--- src/rtl/add_arb.sv ---
// Two-requester round-robin front end sharing one 32-bit carry-lookahead adder.
// The result register has latency 1 and sustains one result per cycle under drain.
module add_arb #(
  parameter int unsigned FIRST_PRI = 0
) (
  input  logic        clk,
  input  logic        rst,
  input  logic        req0_valid,
  output logic        req0_ready,
  input  logic [31:0] req0_x,
  input  logic [31:0] req0_y,
  input  logic        req0_cin,
  input  logic        req1_valid,
  output logic        req1_ready,
  input  logic [31:0] req1_x,
  input  logic [31:0] req1_y,
  input  logic        req1_cin,
  output logic        out_valid,
  input  logic        out_ready,
  output logic [31:0] out_s,
  output logic        out_cout,
  output logic        out_ovf,
  output logic        out_id
);

  // Carries into positions 1..3 of a 4-wide lookahead group.
  function automatic logic [2:0] carry3(input logic [2:0] g, input logic [2:0] p,
                                        input logic c);
    logic c1, c2, c3;
    c1 = g[0] | (p[0] & c);
    c2 = g[1] | (p[1] & g[0]) | (p[1] & p[0] & c);
    c3 = g[2] | (p[2] & g[1]) | (p[2] & p[1] & g[0]) | (p[2] & p[1] & p[0] & c);
    return {c3, c2, c1};
  endfunction

  function automatic logic grp_g(input logic [3:0] g, input logic [3:0] p);
    return g[3] | (p[3] & g[2]) | (p[3] & p[2] & g[1]) | (p[3] & p[2] & p[1] & g[0]);
  endfunction

  logic        pri_q;
  logic        grant;
  logic        slot_free;
  logic        accept;
  logic [31:0] ax, ay;
  logic        acin;
  logic [31:0] gb, pb, sum;
  logic [7:0]  sg, sp, sc;
  logic        bg0, bp0, bg1, bp1, c16, c32;
  logic        ovf;

  always_comb begin
    if (req0_valid && req1_valid) grant = pri_q;
    else if (req1_valid)          grant = 1'b1;
    else                          grant = 1'b0;
  end

  assign slot_free  = !out_valid || out_ready;
  assign req0_ready = !rst && slot_free && req0_valid && (grant == 1'b0);
  assign req1_ready = !rst && slot_free && req1_valid && (grant == 1'b1);
  assign accept     = req0_ready || req1_ready;

  assign ax   = grant ? req1_x   : req0_x;
  assign ay   = grant ? req1_y   : req0_y;
  assign acin = grant ? req1_cin : req0_cin;

  // Bit g/p -> 8 slice g/p -> two 4-group generators -> top-level carries.
  always_comb begin
    gb = ax & ay;
    pb = ax ^ ay;
    sg = '0;
    sp = '0;
    for (int k = 0; k < 8; k++) begin
      sg[k] = grp_g(gb[4*k +: 4], pb[4*k +: 4]);
      sp[k] = &pb[4*k +: 4];
    end
    bg0 = grp_g(sg[3:0], sp[3:0]);
    bp0 = &sp[3:0];
    bg1 = grp_g(sg[7:4], sp[7:4]);
    bp1 = &sp[7:4];
    c16 = bg0 | (bp0 & acin);
    c32 = bg1 | (bp1 & bg0) | (bp1 & bp0 & acin);
    sc      = '0;
    sc[0]   = acin;
    sc[3:1] = carry3(sg[2:0], sp[2:0], acin);
    sc[4]   = c16;
    sc[7:5] = carry3(sg[6:4], sp[6:4], c16);
    sum = '0;
    for (int k = 0; k < 8; k++) begin
      sum[4*k +: 4] = pb[4*k +: 4] ^ {carry3(gb[4*k +: 3], pb[4*k +: 3], sc[k]), sc[k]};
    end
  end

  assign ovf = (ax[31] == ay[31]) && (sum[31] != ax[31]);

  always_ff @(posedge clk or posedge rst) begin
    if (rst) begin
      pri_q     <= 1'(FIRST_PRI);
      out_valid <= 1'b0;
      out_s     <= '0;
      out_cout  <= 1'b0;
      out_ovf   <= 1'b0;
      out_id    <= 1'b0;
    end else if (accept) begin
      pri_q     <= ~grant;
      out_valid <= 1'b1;
      out_s     <= sum;
      out_cout  <= c32;
      out_ovf   <= ovf;
      out_id    <= grant;
    end else if (out_ready) begin
      out_valid <= 1'b0;
    end
  end

endmodule

--- config.mk ---
export PLATFORM = sky130hd
export DESIGN_NAME = add_arb
export DESIGN_NICKNAME = d
export VERILOG_FILES = /design/src/rtl/add_arb.sv
export SDC_FILE = /design/constraint.sdc
export NUM_CORES = 1
export LEC_CHECK = 0
export ABC_AREA = 1
export CORE_ASPECT_RATIO = 1.2
export CORE_MARGIN = 2
export CORE_UTILIZATION = 30
export CTS_CLUSTER_DIAMETER = 200
export DETAILED_ROUTE_END_ITERATION = 16
export PLACE_DENSITY = 0.71
export SYNTH_ARGS = -nofsm -noshare
export SYNTH_HDL_FRONTEND = slang
export SYNTH_SLANG_ARGS = --single-unit
export TNS_END_PERCENT = 20
--- constraint.sdc ---
create_clock -name clk -period 6.2 [get_ports clk]
set_clock_uncertainty 0.05 [all_clocks]
set_input_delay 0.93 -clock clk [delete_from_list [all_inputs] [get_ports clk]]
set_output_delay 0.93 -clock clk [all_outputs]
set_load 0.01 [all_outputs]
==> results.toml, run 1 <==
[worst_setup_path]
rr_worst_depth = 17
crit_fanout = 81
cp-start-kind = "input pin"
crit_arrival_ns = 4.61
crit_start = "req0_valid"
cp-end-kind = "register"
reg2reg_from = "pri_q$_DFFE_PP0P_"
critPathKind = "input pin to register"
cp.required_ns = 6.34

[synth]
synthAdderAreaFrac = 0.148
synth.distinct_cells = 33
synth_top_family_by_area = "simple AND/OR/NAND/NOR gates"
postSynthCellCount = 504
muxShareOfSynthArea = 0.146
ys_ff_latch = 37
syn_area_per_cell_sq_um = 7.49
synth_compound_area_frac = 0.0937
yosysSeqAreaShare = 0.245
synth_area_sq_mm = 0.00378
synth_xor_area_frac = 0.0209
syn_nets = 679
synth-simple-area-share = 0.251
yosysWarningCount = 0

[floorplan]
ioPinCount = 173
core_area_sq_mm = 0.0122
die_area_sq_mm = 0.0135
rows = 44
initial_core_util = 0.309
die_w_microns = 106
die_height_microns = 127

[clocking]
clock_sinks = 37
htree_levels = 2
cts-hold-fix-buffers = 0
numCtsBuffers = 5
clock-root-buffer = "clkbuf_16"
insertion_delay_ns = 0.27
clockBufferDepth = 2
clk_pin_slew_ns = 0.06
cts_resized = 0
cts_tree = "done"
post-cts-setup-buffers = 0

[grt]
grt_overflow_total = 0
grt_pass1_wl_microns = 17300
grt_pass1_vias = 3942
antenna_found_initial = 0
grt_max_degree = 82
gr-usage-all-layers = 0.156

[power_and_ir_drop]
power.density_mw_per_mm2 = 251
p_leak_nw = 2.78
vdd.ir_drop.worst_v = 0.000108

[sta]
tightest_slew_ns = 0.869
finalSetupViolCount = 0
fmaxAchievable_mhz = 224
slew_viol_final = 0
max_slew_margin = 0.421
hold_ws_ns = 0.432
hold_violations = 0
rsz0062_at_grt = "no"
fin_crit_ns = 4.46
setup_tns_ns = 0
fin_crit_sh = 0.720

[final_layout]
final_util = 0.476
multi_input_area_sq_mm = 0.00250
diodes = 0
fin_nets = 846
layout_common_cells = "clkdlybuf4s50_1 (172), nand2_1 (138), inv_1 (75), mux2_2 (49), o21ai_0 (39)"
seq_area_sq_um = 926
post_route_cells_drive_above_1_share = 0.126
final_common_cell = "clkdlybuf4s50_1"
syn_to_final_growth_pct = 53.9
fillCellCount = 1186

[placed_design]
post-dp-hpwl_microns = 8750
gp_congestion = 0.846
io_buffers = 172

[routing]
wl_microns = 10800
drt_iter0_drc = 131
antenna_left = 0
remaining_drc_errors = 0
wl_per_cell_microns = 12.9
drt_pre_antenna_iters = 5
vias = 3911
viasPerCell = 4.70

[worst_hold_path]
holdPathStages = 2
min-delay-start = "out_s[29]$_DFFE_PP0P_"
hp-class = "register to register"

[status]
status = "finished, final reports clean"

[run]
drv_cap = 0
==> per-layer routing <==
layer / wire (microns) / part of all wire / global-route usage / up-vias
li1: - / - / - / 1958
met1: 4260 / 0.40 / 0.171 / 1794
met2: 5570 / 0.52 / 0.296 / 145
met3: 802 / 0.075 / 0.0380 / 14
met4: 136 / 0.013 / 0.0390 / 0
met5: 0 / 0 / 0 / -
==> cells in the mapped netlist <==
cell type	n	share of area
o21bai_2	3	0.0089
nand4_1	2	0.0033
inv_2	2	0.0020
mux2_2	49	0.15
nand2_1	138	0.14
nor2_1	19	0.019
xor2_1	7	0.016
and3_1	2	0.0033
a31oi_1	1	0.0017
nand3b_1	6	0.012
buf_2	10	0.013
o21bai_1	2	0.0040
nand2_4	3	0.0089
nand2_2	6	0.0099
a21oi_1	13	0.017
ha_1	32	0.11
a221oi_1	1	0.0023
nor4_2	1	0.0033
nand3_2	1	0.0026
a31o_2	1	0.0023
inv_1	76	0.076
nor2_4	1	0.0030
o21ai_1	1	0.0013
a21o_1	1	0.0020
and2_2	1	0.0020
dfrtp_1	37	0.25
o21ai_0	39	0.052
xnor2_1	2	0.0046
a21oi_2	1	0.0023
fa_1	8	0.042
nand3_1	29	0.038
clkbuf_1	4	0.0040
nor2_2	5	0.0083
==> through the flow <==
| stage | area [sq um] | setup slack (ns) | instances | total power, mW |
|---|---|---|---|---|
| finish | 5810 | 1.74 | 833 | 1.46 |
| global route | 5810 | 1.39 | 833 | 1.58 |
| CTS | 5810 | 1.70 | 833 | 1.48 |
| detailed placement | 5660 | 1.40 | 825 | 1.20 |
| global placement | 5660 | 1.52 | 825 | 1.18 |
| floorplan | 3780 | 2.53 | 504 | 0.823 |
==> report_power, final <==
group / internal (mW) / switching (mW) / total [mW]
sequential: 0.333 / 0.0489 / 0.381
clock: 0.170 / 0.0976 / 0.268
combinational: 0.420 / 0.390 / 0.810
==> layout make-up <==
class / instances / share of cell area
tap: 161 / 0.0347
sequential: 37 / 0.159
multi-input combinational: 375 / 0.430
clock inverter: 1 / 0.000861
inverter: 78 / 0.0504
clock buffer: 7 / 0.0263
timing repair buffer: 174 / 0.299
==> state kept, by name, indices dropped and copies added (netlist names) <==
register   flops
out_ovf        1
out_valid      1
out_cout       1
out_id         1
out_s         32
pri_q          1
==> cell families (layout without fill, tap and decap cells) <==
group,Yosys count,count (layout)
adder cells (fa/ha/maj),40,40
XOR/XNOR,9,9
buffers and inverters,92,260
AO/OA/AOI/OAI,63,63
AND/OR/NAND/NOR,214,214
multiplexers,49,49
flip-flops,37,37
==> path summary, 6_finish.rpt <==
check | to | slack, ns
min in group asynchronous | pri_q$_DFFE_PP0P_ | 1.06
max in group asynchronous | out_s[25]$_DFFE_PP0P_ | 4.70
worst min-delay path | out_s[29]$_DFFE_PP0P_ | 0.43
worst max-delay path | out_s[21]$_DFFE_PP0P_ | 1.74
worst min register to register | out_s[29]$_DFFE_PP0P_ | 0.43
worst max register to register | out_s[21]$_DFFE_PP0P_ | 2.47
==> worst max-delay path, cell delays in order <==
cell             delay, ns
clkdlybuf4s50_1       0.49
nand2_2               0.09
nand2_4               0.64
mux2_2                0.41
ha_1                  0.37
nand2_1               0.07
nand2_1               0.06
inv_1                 0.06
o21ai_0               0.21
nor2_1                0.11
nand3_2               0.16
nand2_1               0.06
nand2_1               0.10
inv_1                 0.07
fa_1                  0.43
xor2_1                0.14
o21ai_0               0.17
Power figures use the tool's default switching activity.
==> run 2, diff against run 1 <==
PLACE_DENSITY = 0.74   (was 0.71)
clock period = 4 ns   (was 6.2 ns; I/O delays follow)
==> results.toml, run 2 (synthesis gave the netlist of run 1 again) <==
[final_layout]
fin_nets = 856
syn_to_final_growth_pct = 57.4
final_cells = 843
final_util = 0.486
largest_reg_flops = 32
post_route_cells_drive_above_1_share = 0.139
final_common_cell = "clkdlybuf4s50_1"
final_cell_area_sq_mm = 0.00595
top_register = "out_s"
layout_common_cells = "clkdlybuf4s50_1 (172), nand2_1 (138), inv_1 (75), mux2_2 (49), o21ai_0 (39)"
fillCellCount = 1207
diodes = 0

[clocking]
clk_pin_slew_ns = 0.06
htree_levels = 2
cts_tree = "done"
clockBufferDepth = 2
cts-hold-fix-buffers = 0
clock_sinks = 37
post-cts-setup-buffers = 0
numCtsBuffers = 5
insertion_delay_ns = 0.28
clock-root-buffer = "clkbuf_16"
cts_resized = 0

[power_and_ir_drop]
power.density_mw_per_mm2 = 402
p_total_mw = 2.39
switchingPower_uw = 845
vdd.ir_drop.worst_v = 0.000190
seq_power_share = 0.247
internal_power_mw = 1.55
p_comb_frac = 0.535
pwr-share-clk = 0.217
swShare = 0.353
p_leak_nw = 2.85

[worst_setup_path]
crit_arrival_ns = 3.85
cp.required_ns = 4.14
max_stage_delay_ns = 0.49
crit_chain = "clkdlybuf4s50_1, nand2_2, nand2_4, buf_12, mux2_2, ha_1, nand2_2, nor2_2, inv_1, nor2_2, and2_2, nor2_4, o21bai_2, inv_1, fa_1, xor2_1, o21ai_0"
cp_slowest_cell = "clkdlybuf4s50_1"
cp-end-kind = "register"
crit_fanout = 18
critPathKind = "input pin to register"
cp-start-kind = "input pin"

[floorplan]
die_area_sq_mm = 0.0135
die_height_microns = 127
initial_core_util = 0.309
ioPinCount = 173
die_w_microns = 106
core_area_sq_mm = 0.0122
rows = 44

[sta]
slew_viol_final = 0
fin_ws_ns = 0.295
hold_ws_ns = 0.428
tightest_slew_ns = 0.530
max_slew_margin = 0.647
rsz0062_at_grt = "no"
hold_violations = 0
finalSetupViolCount = 0
fmaxAchievable_mhz = 270
fin_crit_ns = 3.71
fin_crit_sh = 0.926
setup_tns_ns = 0

[grt]
grt_overflow_total = 0
grt_max_degree = 38
grt_pass1_vias = 3847
busiest_layer = "met2"
antenna_found_initial = 0
grt_pass1_wl_microns = 17400
grt_util_met2 = 0.294
grtUsageMet3 = 0.0427
grtUsageMet1 = 0.183
gr-usage-all-layers = 0.159

[routing]
vias = 3840
remaining_drc_errors = 0
viasPerCell = 4.56
drt_pre_antenna_iters = 5
wl_per_cell_microns = 12.7
wl_microns = 10700
antenna_left = 0
drt_iter0_drc = 122

[placed_design]
gp_congestion = 0.857
post_dp_cell_area_sq_mm = 0.00576
io_buffers = 172
placedCellCount = 835
post-dp-hpwl_microns = 8760
post-place-ws_ns = 0.0183

[status]
status = "finished, final reports clean"

[run]
drv_cap = 0

[worst_hold_path]
hp-class = "register to register"
## run 2: cell types whose count changed in the layout (fill, tap and decap cells not counted), sizes merged
| cell | before | now |
|---|---|---|
| clkbuf | 7 | 5 |
| bufinv | 0 | 2 |
| buf | 2 | 12 |
## run 2: final timing paths
check	from	end	slack [ns]	cells after the start
max	req0_valid	out_s[13]$_DFFE_PP0P_	0.29	17
max reg2reg	pri_q$_DFFE_PP0P_	out_s[13]$_DFFE_PP0P_	0.68	17
min reg2reg	out_s[27]$_DFFE_PP0P_	out_s[27]$_DFFE_PP0P_	0.43	2
max in group asynchronous	rst	out_s[21]$_DFFE_PP0P_	2.80	3
min	out_s[27]$_DFFE_PP0P_	out_s[27]$_DFFE_PP0P_	0.43	2
min in group asynchronous	rst	out_id$_DFFE_PP0P_	0.72	3
## run 2: final cells by class
class / instances / area, sq um / share of cell area
Clock buffer: 5 / 125 / 0.0210
Tap cell: 161 / 201 / 0.0339
Timing Repair Buffer: 184 / 1840 / 0.309
Multi-Input combinational cell: 375 / 2500 / 0.420
Sequential cell: 37 / 926 / 0.156
Clock inverter: 3 / 65.1 / 0.0109
Inverter: 78 / 293 / 0.0492
## run 2: power by group through the flow
stage          clock network, mW  logic (mW)  registers (mW)
2_1_floorplan                  0       0.617           0.659
3_3_place_gp                   0        1.27           0.591
3_5_place_dp                   0        1.29           0.595
4_1_cts                    0.532        1.30           0.592
5_1_grt                    0.549        1.43           0.611
6_report                   0.520        1.28           0.591
## run 2: critical path, delay by kind of cell
family          cells  cell delay (ns)
compound gates      2             0.36
xor+xnor            1             0.15
fa+ha+maj           2             0.76
buf+inv             4             0.82
mux                 1             0.34
simple gates        7             0.80
## run 2: layer usage
metal	vias up	wire [microns]
met5	-	0
met4	0	112
met3	10	782
met2	126	5310
met1	1724	4500
li1	1980	-
